==> src/rtl/updown_ctrl_pkg.sv <==
// Shared definitions for the updown_ctrl front-end stage:
// load FSM state encoding and default sizing parameters.
package updown_ctrl_pkg;

    // Load FSM states; encoding is fixed so a state probe reads 0/1/2.
    typedef enum logic [1:0] {
        IDLE  = 2'd0,
        CHECK = 2'd1,
        APPLY = 2'd2
    } load_state_t;

    localparam int WIDTH_DEF     = 4;
    localparam int N_DEFAULT_DEF = 9;

endpackage

==> src/rtl/btn_debounce.sv <==
// Pushbutton conditioner: 2-flop synchroniser, debounce counter and
// rising-edge press detect.
// Ports: clk, rst (async, active-high), raw (asynchronous button),
//        level (debounced level), press (one-cycle pulse per press).
module btn_debounce #(
    parameter int DEBOUNCE_CYCLES = 4
) (
    input  logic clk,
    input  logic rst,
    input  logic raw,
    output logic level,
    output logic press
);

    localparam int CW = $clog2(DEBOUNCE_CYCLES);

    logic          s1;
    logic          s2;
    logic          deb;
    logic          deb_q;
    logic [CW-1:0] cnt;

    always_ff @(posedge clk or posedge rst) begin
        if (rst) begin
            s1 <= 1'b0;
            s2 <= 1'b0;
        end else begin
            s1 <= raw;
            s2 <= s1;
        end
    end

    // The level only follows the input after it has differed from it
    // for DEBOUNCE_CYCLES consecutive cycles; any agreement restarts.
    always_ff @(posedge clk or posedge rst) begin
        if (rst) begin
            deb <= 1'b0;
            cnt <= '0;
        end else if (s2 == deb) begin
            cnt <= '0;
        end else if (cnt == CW'(DEBOUNCE_CYCLES - 1)) begin
            deb <= s2;
            cnt <= '0;
        end else begin
            cnt <= cnt + 1'b1;
        end
    end

    always_ff @(posedge clk or posedge rst) begin
        if (rst) begin
            deb_q <= 1'b0;
        end else begin
            deb_q <= deb;
        end
    end

    assign level = deb;
    assign press = deb & ~deb_q;

endmodule

==> src/rtl/updown_ctrl.sv <==
// Counter front-end: debounced direction toggle and validated modulus load.
// Ports: clk, rst (async, active-high), btn_dir_raw, btn_load_raw, n_sw
//        in; u_d (1=up), N (terminal count), n_upd / n_err pulses out.
module updown_ctrl
    import updown_ctrl_pkg::*;
#(
    parameter int WIDTH           = WIDTH_DEF,
    parameter int DEBOUNCE_CYCLES = 4,
    parameter int N_DEFAULT       = N_DEFAULT_DEF
) (
    input  logic             clk,
    input  logic             rst,
    input  logic             btn_dir_raw,
    input  logic             btn_load_raw,
    input  logic [WIDTH-1:0] n_sw,
    output logic             u_d,
    output logic [WIDTH-1:0] N,
    output logic             n_upd,
    output logic             n_err
);

    logic             dir_lvl;
    logic             dir_press;
    logic             ld_lvl;
    logic             ld_press;
    logic             unused_lvl;
    logic [WIDTH-1:0] sw_s1;
    logic [WIDTH-1:0] sw_s2;
    logic [WIDTH-1:0] n_cap;
    logic [WIDTH-1:0] cap_d;
    logic [WIDTH-1:0] n_d;
    logic             upd_d;
    logic             err_d;
    load_state_t      state_q;
    load_state_t      state_d;

    btn_debounce #(
        .DEBOUNCE_CYCLES(DEBOUNCE_CYCLES)
    ) u_dir (
        .clk  (clk),
        .rst  (rst),
        .raw  (btn_dir_raw),
        .level(dir_lvl),
        .press(dir_press)
    );

    btn_debounce #(
        .DEBOUNCE_CYCLES(DEBOUNCE_CYCLES)
    ) u_load (
        .clk  (clk),
        .rst  (rst),
        .raw  (btn_load_raw),
        .level(ld_lvl),
        .press(ld_press)
    );

    // Only the press pulses drive behaviour; levels are kept for probing.
    assign unused_lvl = dir_lvl ^ ld_lvl;

    // Switches are quasi-static, so a per-bit synchroniser is enough.
    always_ff @(posedge clk or posedge rst) begin
        if (rst) begin
            sw_s1 <= '0;
            sw_s2 <= '0;
        end else begin
            sw_s1 <= n_sw;
            sw_s2 <= sw_s1;
        end
    end

    always_ff @(posedge clk or posedge rst) begin
        if (rst) begin
            u_d <= 1'b1;
        end else if (dir_press) begin
            u_d <= ~u_d;
        end
    end

    always_ff @(posedge clk or posedge rst) begin
        if (rst) begin
            state_q <= IDLE;
            n_cap   <= '0;
            N       <= WIDTH'(N_DEFAULT);
            n_upd   <= 1'b0;
            n_err   <= 1'b0;
        end else begin
            state_q <= state_d;
            n_cap   <= cap_d;
            N       <= n_d;
            n_upd   <= upd_d;
            n_err   <= err_d;
        end
    end

    // Presses seen outside IDLE are dropped; a zero modulus is rejected.
    always_comb begin
        state_d = state_q;
        cap_d   = n_cap;
        n_d     = N;
        upd_d   = 1'b0;
        err_d   = 1'b0;
        case (state_q)
            IDLE: begin
                if (ld_press) begin
                    cap_d   = sw_s2;
                    state_d = CHECK;
                end
            end
            CHECK: begin
                if (n_cap == '0) begin
                    err_d   = 1'b1;
                    state_d = IDLE;
                end else begin
                    state_d = APPLY;
                end
            end
            APPLY: begin
                n_d     = n_cap;
                upd_d   = 1'b1;
                state_d = IDLE;
            end
            default: begin
                state_d = IDLE;
            end
        endcase
    end

endmodule

==> config.mk <==
export PLATFORM = sky130hd
export DESIGN_NAME = updown_ctrl
export DESIGN_NICKNAME = d
export VERILOG_FILES = /design/src/rtl/updown_ctrl_pkg.sv /design/src/rtl/btn_debounce.sv /design/src/rtl/updown_ctrl.sv
export SDC_FILE = /design/constraint.sdc
export NUM_CORES = 1
export LEC_CHECK = 0
export BUFFER_PORTS_ARGS = -buffer_cell sky130_fd_sc_hd__clkbuf_2
export CORE_MARGIN = 3
export CORE_UTILIZATION = 45
export DETAILED_ROUTE_END_ITERATION = 16
export MAX_ROUTING_LAYER = met4
export PLACE_DENSITY = 0.76
export SLEW_MARGIN = 20
export SYNTH_ARGS = -nofsm -noshare
export SYNTH_HDL_FRONTEND = slang
export SYNTH_SLANG_ARGS = --single-unit
==> constraint.sdc <==
create_clock -name clk -period 1.4 [get_ports clk]
set_input_delay 0 -clock clk [delete_from_list [all_inputs] [get_ports clk]]
set_output_delay 0 -clock clk [all_outputs]
set_load 0.005 [all_outputs]
# After elaboration in Yosys (flattened, before gate mapping)

Index checks and enable logic that the tools add are counted.

Register bits: 33
Output and inout bits: 7

Reductions and logical operators: 5
Add/subtract/negate cells: 2
Equal/unequal tests: 7
Mux-type cells: 10
Bitwise logic cells: 7

Operators by type and width:

| kind                                                             | number |
|---|---|
| 2-bit two-way mux                                                | 6 |
| 2-bit == test (second input constant)                            | 3 |
| 2-bit AND reduction                                              | 3 |
| 1-bit inverter                                                   | 5 |
| 2-bit by 1-bit adder with 2-bit output (second input constant)   | 2 |
| 4-bit zero test                                                  | 1 |
| 2-bit case mux with 2 select lines                               | 1 |
| 1-bit two-way mux                                                | 3 |
| 1-bit bitwise AND                                                | 2 |
| 1-bit == test                                                    | 2 |
| 2-bit by 1-bit == test with 1-bit output (second input constant) | 1 |
| 2-bit zero test                                                  | 1 |
| 2-bit inequality test (second input constant)                    | 1 |

# Depth between registers and ports, before layout

Depth in word-level cells: 4
Mapped depth: 3
Mapped depth without buffers: 2

# Modules after synthesis

Synthesis repeated with hierarchy kept, for this count alone.

Cell total of the unflattened synthesis: 63
Area, all modules: 1102.3 µm²

By module, submodules not included:

| module       | cells an instance | sequential area each (µm²) | instances | area each (µm²) |
|---|---|---|---|---|
| updown_ctrl  | 37                | 529.3                      | 1         | 684.4 |
| btn_debounce | 13                | 150.1                      | 2         | 209.0 |

# Worst setup path after synthesis

OpenSTA, ideal clock, no wires.

Path type: register to register
Start: register state_q[1]
End: register n_cap[0]
Setup time: 0.125 ns
Path slack: 0.153 ns
Stages on the path, launching flop included: 3
Arrival time: 1.122 ns
Clock period less this slack: 1.247 ns
Required time: 1.275 ns
Cells stage by stage: dfrtp_1 > nor4b_4 > mux2_2

Word-level cells in the longest chain between the ends: 2

Ends and longest elaborated chain:

| element                              | line               | RTL |
|---|---|---|
| from (decl)                          | updown_ctrl.sv:34  | `load_state_t state_q;` |
| from (signal assigned)               | updown_ctrl.sv:87  | `state_q <= state_d;` |
| 2-bit zero test                      | updown_ctrl.sv:102 | `case (state_q)` |
| 2-bit AND reduction (no source line) | --                 |  |
| to (signal assigned)                 | updown_ctrl.sv:88  | `n_cap <= cap_d;` |
| to (decl)                            | updown_ctrl.sv:29  | `logic [WIDTH-1:0] n_cap;` |

No other way between the ends.
A chain may end at the register's enable or synchronous reset.

# Final worst setup path

Start: register u_load.deb_q
End: register n_cap[3]

Word-level cells in the longest chain between the ends: 3

Ends and longest elaborated chain:

| element                              | line               | RTL |
|---|---|---|
| from (decl)                          | btn_debounce.sv:20 | `logic deb_q;` |
| from (signal assigned)               | btn_debounce.sv:51 | `deb_q <= 1'b0;` |
| from (signal assigned)               | btn_debounce.sv:53 | `deb_q <= deb;` |
| 1-bit inverter                       | btn_debounce.sv:58 | `assign press = deb & ~deb_q;` |
| 1-bit bitwise AND                    | btn_debounce.sv:58 |  |
| 2-bit AND reduction (no source line) | --                 |  |

No other way between the ends.

==> qor.yml <==
max-vdd-ir-drop_mv: 1.06
setup_viol: 0
synth_edf_count: 0
p_leak_nw: 0.625
synth_area_leaders: "dfrtp_1 (69%), mux2_2 (10%), dfstp_2 (7.2%)"
placed_area_um2: 1200
place_ws_ps: 52.7
syn_area_per_cell_um2: 17.8
yosys.cell_types.count: 16
drv_slew: 0
worstMarginPinSlew_ps: 388
yosysSeqAreaShare_pct: 76.3
synth_top_cell_area_share_pct: 69.0
status: "completed"
viasPerCell: 4.48
clkSinkCount: 33
cp-start-kind: "flip-flop"
cp.arrival_ps: 1540
fp-row-count: 17
grt_antenna_before_repair: 0
synth-warning-count: 0
die_area_um2: 3040
power_switching_uw: 675
vias: 533
clk_latency_ps: 320
cts.htree.levels: 2
root_buffer: "clkbuf_4"
grt.met1_usage_pct: 12.3
multiInputGateArea_um2: 249
hold_viol_final: 0
power_frac_comb_pct: 23.8
seq_power_share_pct: 56.3
grt_use_met2_pct: 18.5
power_frac_clock_pct: 19.9
yosysTopAreaCell: "dfrtp_1"
final_util_pct: 59.0
drt_first_pass_iters: 2
grt-busiest-layer: "met2"
cts-resized-gates: 0
port_buffers: 14
diodes: 0
synthFlopType: "dfrtp_1"
drt-wirelength-per-cell_um: 11.1
crit_chain: "nor4b_4 -> mux2_2"
ys_top_cells_by_count: "dfrtp_1 (30), mux2_2 (10), dfstp_2 (3), nor2b_1 (3)"
crit_required_ps: 1600
fin_ws_ps: 54.8
ys_ff_latch: 33
internal_power_mw: 1.93
cp_slowest_cell: "dfrtp_1"
async_flop_share_pct: 100
crit_family: "flip-flops"
grt_pass1_wl_um: 2330
cp-end-kind: "flip-flop"
synth_most_common_cell: "dfrtp_1"
synth_cells: 61
cts_tree: "done"
grt_use_total_pct: 12.7
grt_pass1_vias: 529
cts_max_path_buffers: 2
die_w_um: 55.2
rsz0062_at_grt: "yes"
critPathKind: "flip-flop to flip-flop"
core_um2: 2250
grt_max_degree: 34
met3_usage_pct: 5.63
fin_area_um2: 1330
chipHeight_um: 55.2
detail_route.wirelength_um: 1320
layout-drive-gt1-share_pct: 39.6
nets: 100
synthesis.area_um2: 1090
crit_fanout: 5
route.detailed.drc: 0
skew_ps: 12.4
pwr_density_cell_nw_per_um2: 1950
final.min_clock_period_ps: 1350
fillerInstances: 193
dp_hpwl_um: 936
place_congestion: 0.704
cts_buffers: 5
clk_pin_slew_worst_paths_ps: 100
crit_buf_inv: 0
drt-initial-drc-count: 1
io_pins: 15
hp-class: "input pin to async pin"
ant_nets: 0
grt-ovfl-total: 0
syn2layout_area_growth_pct: 22.4
max_freq_ghz: 0.743
initial_utilization_pct: 48.2
swShare_pct: 25.9
register_area_um2: 830
syn_nets: 71
post-route-period-util_pct: 96.1
timing.slew.headroom_pct: 74.1
cap_violations: 0
critPathMaxStageDelay_ps: 420
timing.hold.ws_ps: 279
tns_ps: 0
area by class of cell:
class                           count  share of cell area, %
Multi-Input combinational cell     26                   18.7
Sequential cell                    33                   62.3
Inverter                            1                  0.282
Timing Repair Buffer               23                   11.7
Tap cell                           28                   2.63
Clock buffer                        8                   4.42
stage by stage:
stage	power [mW]	std cells
6_report	2.60	119
5_1_grt	2.82	119
4_1_cts	2.66	119
3_3_place_gp	2.06	104
3_5_place_dp	2.11	104
2_1_floorplan	1.90	61
per-layer routing:
metal / wire length (µm) / vias up
li1: - / 263
met1: 519 / 254
met2: 686 / 12
met3: 78 / 4
met4: 39 / 0
met5: 0 / -
cell usage in the layout, fill, tap and decap left out, types with 2 or more instances in the layout:
master and n:
mux2_2 10, dfstp_2 3, xnor2_1 2, clkbuf_2 14, nand2b_1 2, ha_1 2
buf_4 2, nor2b_1 3, dfrtp_1 30, dlygate4sd3_1 7, clkbuf_4 5, clkbuf_1 2
final timing paths:
kind	slack, ps	to	start	depth (start not counted)
max	50	n_cap[3]	u_load.deb_q	2
min	280	u_load.s2	rst	4
max reg2reg	50	n_cap[3]	u_load.deb_q	2
min reg2reg	350	sw_s2[0]	sw_s1[0]	0
max in group asynchronous	780	N[0]	rst	4
min in group clk	330	u_load.s1	btn_load_raw	2
cell families (layout without fill, tap and decap cells):
family	count (synthesis)	count (layout)	synth area share (%)
flip-flops	33	33	76.3
XOR/XNOR	3	3	2.42
multiplexers	10	10	10.4
buffers and inverters	2	32	0.805
adder cells (fa/ha/maj)	2	2	2.30
AND/OR/NAND/NOR	11	11	7.82
power by group through the flow:
stage / registers (mW) / clock network (mW) / logic (mW)
finish: 1.46 / 0.518 / 0.619
global route: 1.51 / 0.595 / 0.712
CTS: 1.47 / 0.554 / 0.635
detailed placement: 1.49 / 0 / 0.620
global placement: 1.47 / 0 / 0.588
floorplan: 1.46 / 0 / 0.441
repair_timing:
action                                  in CTS  in global routing
endpoints found under the setup margin       0                  2
hold buffers                                 7                  0
buffers inserted                             0                  0
endpoints found under the hold margin       36                  0
registers in the layout, summed over array words and instances (netlist names), 2 cells and up:
| register | count |
|---|---|
| u_dir.cnt | 2 |
| u_load.cnt | 2 |
| sw_s2 | 4 |
| sw_s1 | 4 |
| N | 4 |
| state_q | 2 |
| n_cap | 4 |
tightest hold or removal path: stages:
cell and delay, ps:
dlygate4sd3_1 540, clkbuf_2 100, inv_1 40, buf_4 340
Note: power is estimated with default switching activity, not from simulation.
